===== config.mk =====
export PLATFORM = sky130hd
export DESIGN_NAME = alu_multicycle
export DESIGN_NICKNAME = d
export VERILOG_FILES = /design/src/rtl/alu_pkg.sv /design/src/rtl/alu_muldiv_step.sv /design/src/rtl/alu_multicycle.sv
export SDC_FILE = /design/constraint.sdc
export NUM_CORES = 1
export LEC_CHECK = 0
export CORE_MARGIN = 3
export CORE_UTILIZATION = 40
export DETAILED_ROUTE_END_ITERATION = 10
export GPL_TIMING_DRIVEN = 0
export SETUP_SLACK_MARGIN = 0.1
export SYNTH_ARGS = -nofsm -noshare
export SYNTH_HDL_FRONTEND = slang
export SYNTH_SLANG_ARGS = --single-unit

===== constraint.sdc =====
create_clock -name clk -period 11.3 [get_ports clk]
set_input_delay 2.26 -clock clk [delete_from_list [all_inputs] [get_ports clk]]
set_output_delay 2.26 -clock clk [all_outputs]
set_load 0.01 [all_outputs]

===== src/rtl/alu_pkg.sv =====
// Shared opcode and FSM encodings for the multicycle EX-stage ALU.
package alu_pkg;

  localparam logic [3:0] ALU_AND   = 4'b0000;
  localparam logic [3:0] ALU_OR    = 4'b0001;
  localparam logic [3:0] ALU_ADD   = 4'b0010;
  localparam logic [3:0] ALU_SUB   = 4'b0110;
  localparam logic [3:0] ALU_SLT   = 4'b0111;
  localparam logic [3:0] ALU_MULTU = 4'b1000;
  localparam logic [3:0] ALU_DIVU  = 4'b1001;
  localparam logic [3:0] ALU_MFHI  = 4'b1010;
  localparam logic [3:0] ALU_MFLO  = 4'b1011;

  typedef enum logic [1:0] {
    S_IDLE = 2'd0,
    S_MUL  = 2'd1,
    S_DIV  = 2'd2,
    S_FIN  = 2'd3
  } state_t;

  typedef enum logic {
    STEP_MUL = 1'b0,
    STEP_DIV = 1'b1
  } step_mode_t;

endpackage


===== src/rtl/alu_muldiv_step.sv =====
// One iteration of the unsigned multiplier (shift-add) or divider (restoring).
// hi/lo hold acc/multiplier for MUL and remainder/quotient for DIV.
module alu_muldiv_step
  import alu_pkg::*;
#(
  parameter int WIDTH = 32
) (
  input  step_mode_t       mode,
  input  logic [WIDTH-1:0] hi,
  input  logic [WIDTH-1:0] lo,
  input  logic [WIDTH-1:0] opnd,
  output logic [WIDTH-1:0] hi_next,
  output logic [WIDTH-1:0] lo_next
);

  logic [WIDTH:0]   mul_sum;
  logic [WIDTH:0]   shifted;
  logic [WIDTH-1:0] diff;
  logic             fits;

  always_comb begin
    // NOTE: every output gets a default first so no path leaves a latch.
    hi_next = '0;
    lo_next = '0;

    mul_sum = {1'b0, hi} + (lo[0] ? {1'b0, opnd} : '0);

    // When the divisor fits, the true difference is below the divisor, so the
    // WIDTH-bit wrapped subtraction is exact.
    shifted = {hi, lo[WIDTH-1]};
    fits    = (shifted >= {1'b0, opnd});
    diff    = shifted[WIDTH-1:0] - opnd;

    if (mode == STEP_MUL) begin
      hi_next = mul_sum[WIDTH:1];
      lo_next = {mul_sum[0], lo[WIDTH-1:1]};
    end else if (fits) begin
      hi_next = diff;
      lo_next = {lo[WIDTH-2:0], 1'b1};
    end else begin
      hi_next = shifted[WIDTH-1:0];
      lo_next = {lo[WIDTH-2:0], 1'b0};
    end
  end

endmodule


===== src/rtl/alu_multicycle.sv =====
// EX-stage ALU: single-cycle logic/arith ops plus iterative MULTU/DIVU into
// HI/LO, read back with MFHI/MFLO. The pipeline stalls while busy is high.
module alu_multicycle
  import alu_pkg::*;
#(
  parameter int WIDTH = 32
) (
  input  logic             clk,
  input  logic             rst_n,
  input  logic             start,
  input  logic [3:0]       control,
  input  logic [WIDTH-1:0] input1,
  input  logic [WIDTH-1:0] input2,
  output logic             busy,
  output logic             done,
  output logic [WIDTH-1:0] result,
  output logic             zero,
  output logic             div_by_zero
);

  localparam int CNT_W = $clog2(WIDTH) + 1;

  state_t           state;
  logic [CNT_W-1:0] cnt;
  logic [WIDTH-1:0] hi;
  logic [WIDTH-1:0] lo;
  logic [WIDTH-1:0] work_hi;
  logic [WIDTH-1:0] work_lo;
  logic [WIDTH-1:0] opnd;
  logic [WIDTH-1:0] alu_out;
  logic [WIDTH-1:0] step_hi;
  logic [WIDTH-1:0] step_lo;
  logic             slt;
  step_mode_t       step_mode;

  assign slt       = ($signed(input1) < $signed(input2));
  assign step_mode = (state == S_DIV) ? STEP_DIV : STEP_MUL;

  always_comb begin
    alu_out = '0;
    case (control)
      ALU_AND:  alu_out = input1 & input2;
      ALU_OR:   alu_out = input1 | input2;
      ALU_ADD:  alu_out = input1 + input2;
      ALU_SUB:  alu_out = input1 - input2;
      ALU_SLT:  alu_out = {{(WIDTH-1){1'b0}}, slt};
      ALU_MFHI: alu_out = hi;
      ALU_MFLO: alu_out = lo;
      default:  alu_out = '0;
    endcase
  end

  alu_muldiv_step #(
    .WIDTH(WIDTH)
  ) u_step (
    .mode    (step_mode),
    .hi      (work_hi),
    .lo      (work_lo),
    .opnd    (opnd),
    .hi_next (step_hi),
    .lo_next (step_lo)
  );

  // NOTE: state uses non-blocking assignments so every register samples the
  // pre-edge values; the whole datapath, HI/LO included, is cleared on reset.
  always_ff @(posedge clk or negedge rst_n) begin
    if (!rst_n) begin
      state       <= S_IDLE;
      cnt         <= '0;
      hi          <= '0;
      lo          <= '0;
      work_hi     <= '0;
      work_lo     <= '0;
      opnd        <= '0;
      busy        <= 1'b0;
      done        <= 1'b0;
      result      <= '0;
      zero        <= 1'b0;
      div_by_zero <= 1'b0;
    end else begin
      done        <= 1'b0;
      div_by_zero <= 1'b0;
      case (state)
        S_IDLE: begin
          if (start) begin
            case (control)
              ALU_MULTU: begin
                work_hi <= '0;
                work_lo <= input2;
                opnd    <= input1;
                cnt     <= CNT_W'(WIDTH);
                busy    <= 1'b1;
                state   <= S_MUL;
              end
              ALU_DIVU: begin
                if (input2 == '0) begin
                  hi          <= input1;
                  lo          <= '1;
                  result      <= '1;
                  zero        <= 1'b0;
                  div_by_zero <= 1'b1;
                  done        <= 1'b1;
                  state       <= S_FIN;
                end else begin
                  work_hi <= '0;
                  work_lo <= input1;
                  opnd    <= input2;
                  cnt     <= CNT_W'(WIDTH);
                  busy    <= 1'b1;
                  state   <= S_DIV;
                end
              end
              default: begin
                result <= alu_out;
                zero   <= (alu_out == '0);
                done   <= 1'b1;
                state  <= S_FIN;
              end
            endcase
          end
        end
        S_MUL, S_DIV: begin
          work_hi <= step_hi;
          work_lo <= step_lo;
          cnt     <= cnt - 1'b1;
          if (cnt == CNT_W'(1)) begin
            hi     <= step_hi;
            lo     <= step_lo;
            result <= step_lo;
            zero   <= (step_lo == '0);
            busy   <= 1'b0;
            done   <= 1'b1;
            state  <= S_FIN;
          end
        end
        S_FIN:   state <= S_IDLE;
        default: state <= S_IDLE;
      endcase
    end
  end

endmodule

==> impl_metrics.yaml, run 1 <==
outcome:
  status: "finished, final reports clean"
worst_setup_path:
  path_max_fanout: 6
  required_ns: 11.79
  crit-reg2reg-launch: "work_lo[0]"
  cp-start-kind: "primary input"
  max_stage_delay_ns: 1.03
  crit_top_cell: "or4_1"
  path_class: "in2reg"
  rrSetupSlack_ns: 5.69
  end_kind: "register"
  rr_worst_depth: 15
  crit_arrival_ns: 7.76
  slowest_stage: "a2111oi_0"
  worstPathCellList: "clkdlybuf4s50_1, ha_1, inv_1, fa_1, mux2i_1, xnor2_1, nor3_1, a2111oi_0, nor3b_1, nand4b_1, or4_1, nor4_2, nand4_1, or4_1, o21ai_1"
  r2r_end: "work_hi[31]"
logic_synthesis:
  synth_nets: 2772
  synth_area_um2: 19000
  synthFlopType: "dfrtp_1"
  synthDistinctLibCells: 90
  synth.avg_cell_area_um2: 7.53
  synth.ff_latch_count: 204
  synthCells: 2528
  yosysSeqAreaShare_pct: 26.8
  synthArstFlopShare_pct: 100
  yosys_warnings: 0
  synth_edf_count: 0
clock_network:
  cts_tree: "yes"
  htreeDepth: 1
  cts-root-buf: "clkbuf_16"
  clock_latency_ns: 0.56
  numClockSinks: 204
  hold_buffers: 0
  path_clk_slew_ns: 0.06
  post_cts_resized: 0
  cts_setup_buffers: 0
  cts.path.max_buffers: 3
  cts_made_buffers: 27
die:
  core.rowCount: 79
  die_h_um: 224
  coreArea_um2: 46800
  fp.dieW_um: 224
  ios: 107
  initial_utilization_pct: 40.7
  die-area_um2: 50200
cells_and_area:
  syn2layout_area_growth_pct: 14.6
  num_antenna_cells: 0
  final_area_um2: 21800
  nNetsFinal: 2911
  drive_above_1_share_pct: 2.98
detailed_routing:
  antenna_left: 0
  drtIter0Drc: 2355
  wl_um: 89200
  vias: 20782
  wl_per_cell_um: 27.1
  drc: 0
  first_pass_iters: 7
  viasPerCell: 6.31
timing:
  max_slew.worst_pin.slew_ns: 1.32
  setup_viol: 0
  drv_slew: 0
  layout_min_cycle_time_ns: 7.28
  skew_ns: 0.0235
  fin_crit_sh_pct: 64.4
  clock.fmax_mhz: 137
  rsz0062_at_grt: "no"
  worst_slack_ns: 4.02
  slew_headroom_pct: 12.0
  hold_viol_final: 0
global_routing:
  grt.overflow.total: 0
  grt_pass1_wl_um: 130000
  grt_use_total_pct: 34.6
  antenna_found_initial: 1
  grt_pass1_vias: 19882
  grt_max_degree: 96
flow_run:
  drv_cap: 0
place:
  hpwlAfterDp_um: 71800
  placed_area_um2: 20900
  gp_congestion: 1.02
  preCtsSetupSlack_ns: 3.69
  portBuffers: 105
power_and_ir_drop:
  irDropWorstVdd_mv: 0.167
  power_density_nw_per_um2: 304
  p_leak_nw: 9.57
min_path:
  hold_path_depth: 2
  hold_path.startpoint: "result[21]"
  hold_path.class: "reg2reg"
  hold_end: "result[21]"
[synthesized netlist by cell type, types with 9 or more instances]
library cell  number  area share, %
a211o_1           11           0.51
a211oi_1          46            1.8
a21o_1            58            2.3
a21oi_1          288            7.6
a221o_1           16           0.84
a221oi_1          14           0.64
a31oi_1           54            1.8
and2_1            45            1.5
and3_1            16           0.53
buf_1             14           0.28
clkbuf_1         131            2.6
dfrtp_1          204             27
ha_1             169             11
inv_1            150            3.0
mux2i_1           49            2.6
nand2_1          257            5.1
nand2b_1          20           0.66
nand3_1           36           0.95
nand4_1           14           0.46
nor2_1           266            5.2
nor2b_1           25           0.82
nor3_1            53            1.4
nor4_1            27           0.89
o211ai_1          26            1.0
o21ai_0          229            6.0
o21ai_1            9           0.24
o21bai_1          20           0.79
o221ai_1          11           0.51
o22ai_1           14           0.46
o31a_1            12           0.55
o31ai_1           30            1.2
or3_1             10           0.33
or4_1              9           0.36
xnor2_1           42            1.9
xor2_1            16           0.74
[stage by stage]
step                instances  power [W]  hold WS, ns  util [%]  setup TNS (ns)
CTS                      3292    0.00651        0.482      46.6               0
global route             3292    0.00702        0.496      46.7               0
detailed placement       3245    0.00563        0.469      44.8               0
floorplan                2528    0.00392        0.447         -               0
global placement         3240    0.00558        0.461      44.6         -233.91
finish                   3292    0.00663        0.474      46.7               0
[layer usage]
metal | wire [um] | track usage (%) | vias to the layer above
met5 | 13 | 0 | -
met4 | 3720 | 13.0 | 2
met3 | 7790 | 4.95 | 188
met2 | 39300 | 55.2 | 1092
met1 | 38500 | 47.6 | 10069
li1 | - | - | 9431
[state kept, by name, indices dropped and copies added, names as in the netlist]
register,flops
cnt,6
zero,1
lo,32
state,2
opnd,32
work_hi,32
result,32
done,1
hi,32
work_lo,32
div_by_zero,1
busy,1
[cell usage in the layout, fill, tap and decap left out, drive strengths merged, types with 36 or more instances in the layout]
| cell | count |
|---|---|
| a21oi | 289 |
| nor2 | 266 |
| nand2 | 257 |
| o21ai | 238 |
| dfrtp | 204 |
| ha | 169 |
| clkbuf | 169 |
| inv | 153 |
| clkdlybuf4s50 | 104 |
| a21o | 58 |
| a31oi | 54 |
| nor3 | 53 |
| mux2i | 49 |
| and2 | 47 |
| a211oi | 47 |
| xnor2 | 42 |
| nand3 | 36 |
[worst max-delay path: cells and delay by family]
kind / cells / cell delay (ns)
AOI/OAI and AO/OA: 2 / 1.20
xor gates and xnor gates: 1 / 0.14
adders and majority gates: 2 / 0.75
buffers and inverters: 2 / 0.85
muxes: 1 / 0.18
and+or+nand+nor: 7 / 2.36
[worst max path at each step]
stage	slack [ns]	startpoint	to	depth (start not counted)
final	4.02	input2[0]	zero	15
after global routing	3.95	control[0]	zero	14
after CTS	4.22	input2[0]	zero	15
after detailed placement	3.69	input2[0]	zero	15
after global placement	-1.18	rst_n	work_hi[28]	1
after floorplan	5.65	input1[0]	zero	16
[layout make-up]
cell class,instances,area [um^2]
flip-flops and latches,204,5100
clock buffers,38,757
fillers,4798,24900
well taps,607,759
inverters,151,567
clock inverters,9,111
multi-input cells,2018,12800
plain buffers,155,614
repair buffers,110,1130
[kinds of logic after synthesis]
| group | count (synthesis) | synth area share [%] |
|---|---|---|
| xor gates and xnor gates | 58 | 2.67 |
| and+or+nand+nor | 815 | 19.9 |
| buffers and inverters | 306 | 6.21 |
| muxes | 51 | 2.70 |
| DFF | 204 | 26.8 |
| AOI/OAI and AO/OA | 921 | 30.2 |
| adders and majority gates | 173 | 11.5 |
[power breakdown]
part	leakage (nW)	internal, W	switching (W)
Combinational	6.69	0.00138	0.00296
Sequential	2.46	0.00110	0.000328
Clock	0.419	0.000511	0.000355
Note: power is estimated with default switching activity, not from simulation.
==> inputs of run 2 (changes only) <==
==> constraint.sdc (replaced) <==
create_clock -name clk -period 7.3 [get_ports clk]
set_input_delay 1.46 -clock clk [delete_from_list [all_inputs] [get_ports clk]]
set_output_delay 1.46 -clock clk [all_outputs]
set_load 0.01 [all_outputs]
==> results of run 2 <==
Same layout as run 1 (identical final DEF). Status: finished, final reports clean.
Among the figures that moved: setup slack after placement 3.69 ns -> 0.495 ns; setup slack after layout 4.02 ns -> 0.821 ns; register-to-register setup slack 5.69 ns -> 1.69 ns; total power 0.00663 W -> 0.0103 W; worst IR drop on VDD 0.167 mV -> 0.258 mV
==> inputs of run 3 (changes only) <==
--- a/config.mk
+++ b/config.mk
@@ -5,6 +5,7 @@
 export SDC_FILE = /design/constraint.sdc
 export NUM_CORES = 1
 export LEC_CHECK = 0
+export CAP_MARGIN = 20
 export CORE_MARGIN = 3
 export CORE_UTILIZATION = 40
 export DETAILED_ROUTE_END_ITERATION = 10
==> impl_metrics.yaml, run 3 (synthesis gave the netlist of run 1 again) <==
clock_network:
  post_cts_resized: 0
  cts-root-buf: "clkbuf_16"
  cts.path.max_buffers: 3
  hold_buffers: 0
  clock_latency_ns: 0.59
  path_clk_slew_ns: 0.06
  cts_setup_buffers: 0
  cts_tree: "yes"
  numClockSinks: 204
  cts_made_buffers: 27
  htreeDepth: 1
timing:
  finalSetupTns_ns: 0
  layout_min_cycle_time_ns: 6.49
  hold_viol_final: 0
  holdWs_ns: 0.475
  rsz0062_at_grt: "no"
  skew_ns: 0.0297
  slew_headroom_pct: 21.1
  max_slew.worst_pin.slew_ns: 1.18
  clock.fmax_mhz: 154
  fin_crit_sh_pct: 88.9
  setup_viol: 0
  worst_slack_ns: 0.807
  drv_slew: 0
power_and_ir_drop:
  p_seq_share_pct: 21.1
  pwr-share-clk_pct: 14.2
  power_density_nw_per_um2: 475
  p_leak_nw: 9.63
  comb_power_share_pct: 64.6
  irDropWorstVdd_mv: 0.226
  swShare_pct: 54.6
  power.internal_w: 0.00474
  power_switching_w: 0.00569
die:
  coreArea_um2: 46800
  fp.dieW_um: 224
  initial_utilization_pct: 40.7
  core.rowCount: 79
  die_h_um: 224
  die-area_um2: 50200
  ios: 107
place:
  preCtsSetupSlack_ns: 0.499
  portBuffers: 105
  gp_congestion: 1.02
  hpwlAfterDp_um: 71900
  dp_cells: 3247
detailed_routing:
  first_pass_iters: 9
  drc: 0
  drtIter0Drc: 2514
  vias: 20900
  wl_um: 89800
  viasPerCell: 6.34
  antenna_left: 0
  wl_per_cell_um: 27.2
flow_run:
  drv_cap: 0
worst_setup_path:
  slowest_stage: "clkbuf_1"
  max_stage_delay_ns: 0.75
  path_max_fanout: 10
  required_ns: 7.81
  end_kind: "register"
  path_class: "in2reg"
  crit_arrival_ns: 7.00
  cp-start-kind: "primary input"
  worstPathCellList: "clkdlybuf4s50_1, buf_2, nor2b_1, nand2_1, clkbuf_1, clkbuf_1, clkbuf_1, o221ai_1, nand2_1, o2111ai_1, nor4_1, nand4_1, or4_1, o21ai_1"
  crit_top_cell: "clkbuf_1"
  worst-path-buf-inv: 5
  cp_top_family: "buffers and inverters"
min_path:
  hold_path.class: "reg2reg"
cells_and_area:
  fin_cells: 3299
  regArea_um2: 5100
  mostFrequentLayoutCell: "a21oi_1"
  nNetsFinal: 2913
  final_util_pct: 46.9
  final_cell_mix: "a21oi_1, nor2_1, nand2_1"
  num-fill-cells: 4827
  multi_input_area_um2: 12800
  syn2layout_area_growth_pct: 15.3
  drive_above_1_share_pct: 3.27
global_routing:
  antenna_found_initial: 1
  grt.overflow.total: 0
  grt_max_degree: 96
  grt_pass1_wl_um: 131000
  grt_use_total_pct: 34.7
  grt_pass1_vias: 20017
outcome:
  status: "finished, final reports clean"
run 3: cell count changes in the layout (fill, tap and decap cells not counted), moves of 2 or more:
cell       change
clkbuf_1       -5
clkbuf_8       +4
bufinv_16      +2
diode_2        +2
run 3: stage by stage:
step	area [um^2]	total power, W
3_5_place_dp	21000	0.00872
3_3_place_gp	20800	0.00864
6_report	21900	0.0104
5_1_grt	21900	0.0110
4_1_cts	21900	0.0102
2_1_floorplan	19000	0.00607
run 3: path summary, 6_finish.rpt:
check | slack (ns) | depth (start not counted) | endpoint | from
hold / removal | 0.48 | 2 | result[19] | result[19]
hold reg to reg | 0.48 | 2 | result[19] | result[19]
setup reg to reg | 1.55 | 15 | work_hi[31] | work_lo[0]
max in group asynchronous | 5.37 | 3 | work_hi[27] | rst_n
setup / recovery | 0.81 | 14 | zero | control[0]
min in group asynchronous | 0.74 | 1 | result[3] | rst_n
run 3: metal layers:
| layer | routed length [um] | GRT usage [%] |
|---|---|---|
| met1 | 38600 | 47.6 |
| met2 | 40100 | 56.2 |
| met3 | 7350 | 5.10 |
| met4 | 3700 | 11.9 |
| met5 | 0 | 0 |
run 3: power by group through the flow:
| stage | Combinational [W] | Clock [W] | Sequential (W) |
|---|---|---|---|
| CTS | 0.00657 | 0.00149 | 0.00218 |
| detailed placement | 0.00653 | 0 | 0.00219 |
| global route | 0.00722 | 0.00154 | 0.00225 |
| floorplan | 0.00405 | 0 | 0.00202 |
| global placement | 0.00645 | 0 | 0.00219 |
| finish | 0.00674 | 0.00148 | 0.00220 |
run 3: worst register-to-register path: stages, from the launching register on:
cell and delay [ns]:
dfrtp_1 0.62, clkbuf_1 0.62, nand2_1 0.21, fa_1 0.46, nor2b_1 0.25, o31a_1 0.22, o21ai_0 0.14, a31oi_1 0.34
a21oi_1 0.26, o41ai_1 0.74, a21oi_1 0.26, o21ai_0 0.61, o311a_1 0.24, o21ai_0 0.12, a221o_1 0.41, o21ai_0 0.16
run 3: layout make-up:
class / instances / area share, %
clock inverters: 13 / 0.906
flip-flops and latches: 204 / 23.3
diodes: 2 / 0.0228
inverters: 151 / 2.58
plain buffers: 155 / 2.80
well taps: 607 / 3.46
multi-input cells: 2018 / 58.1
repair buffers: 112 / 5.20
clock buffers: 37 / 3.61
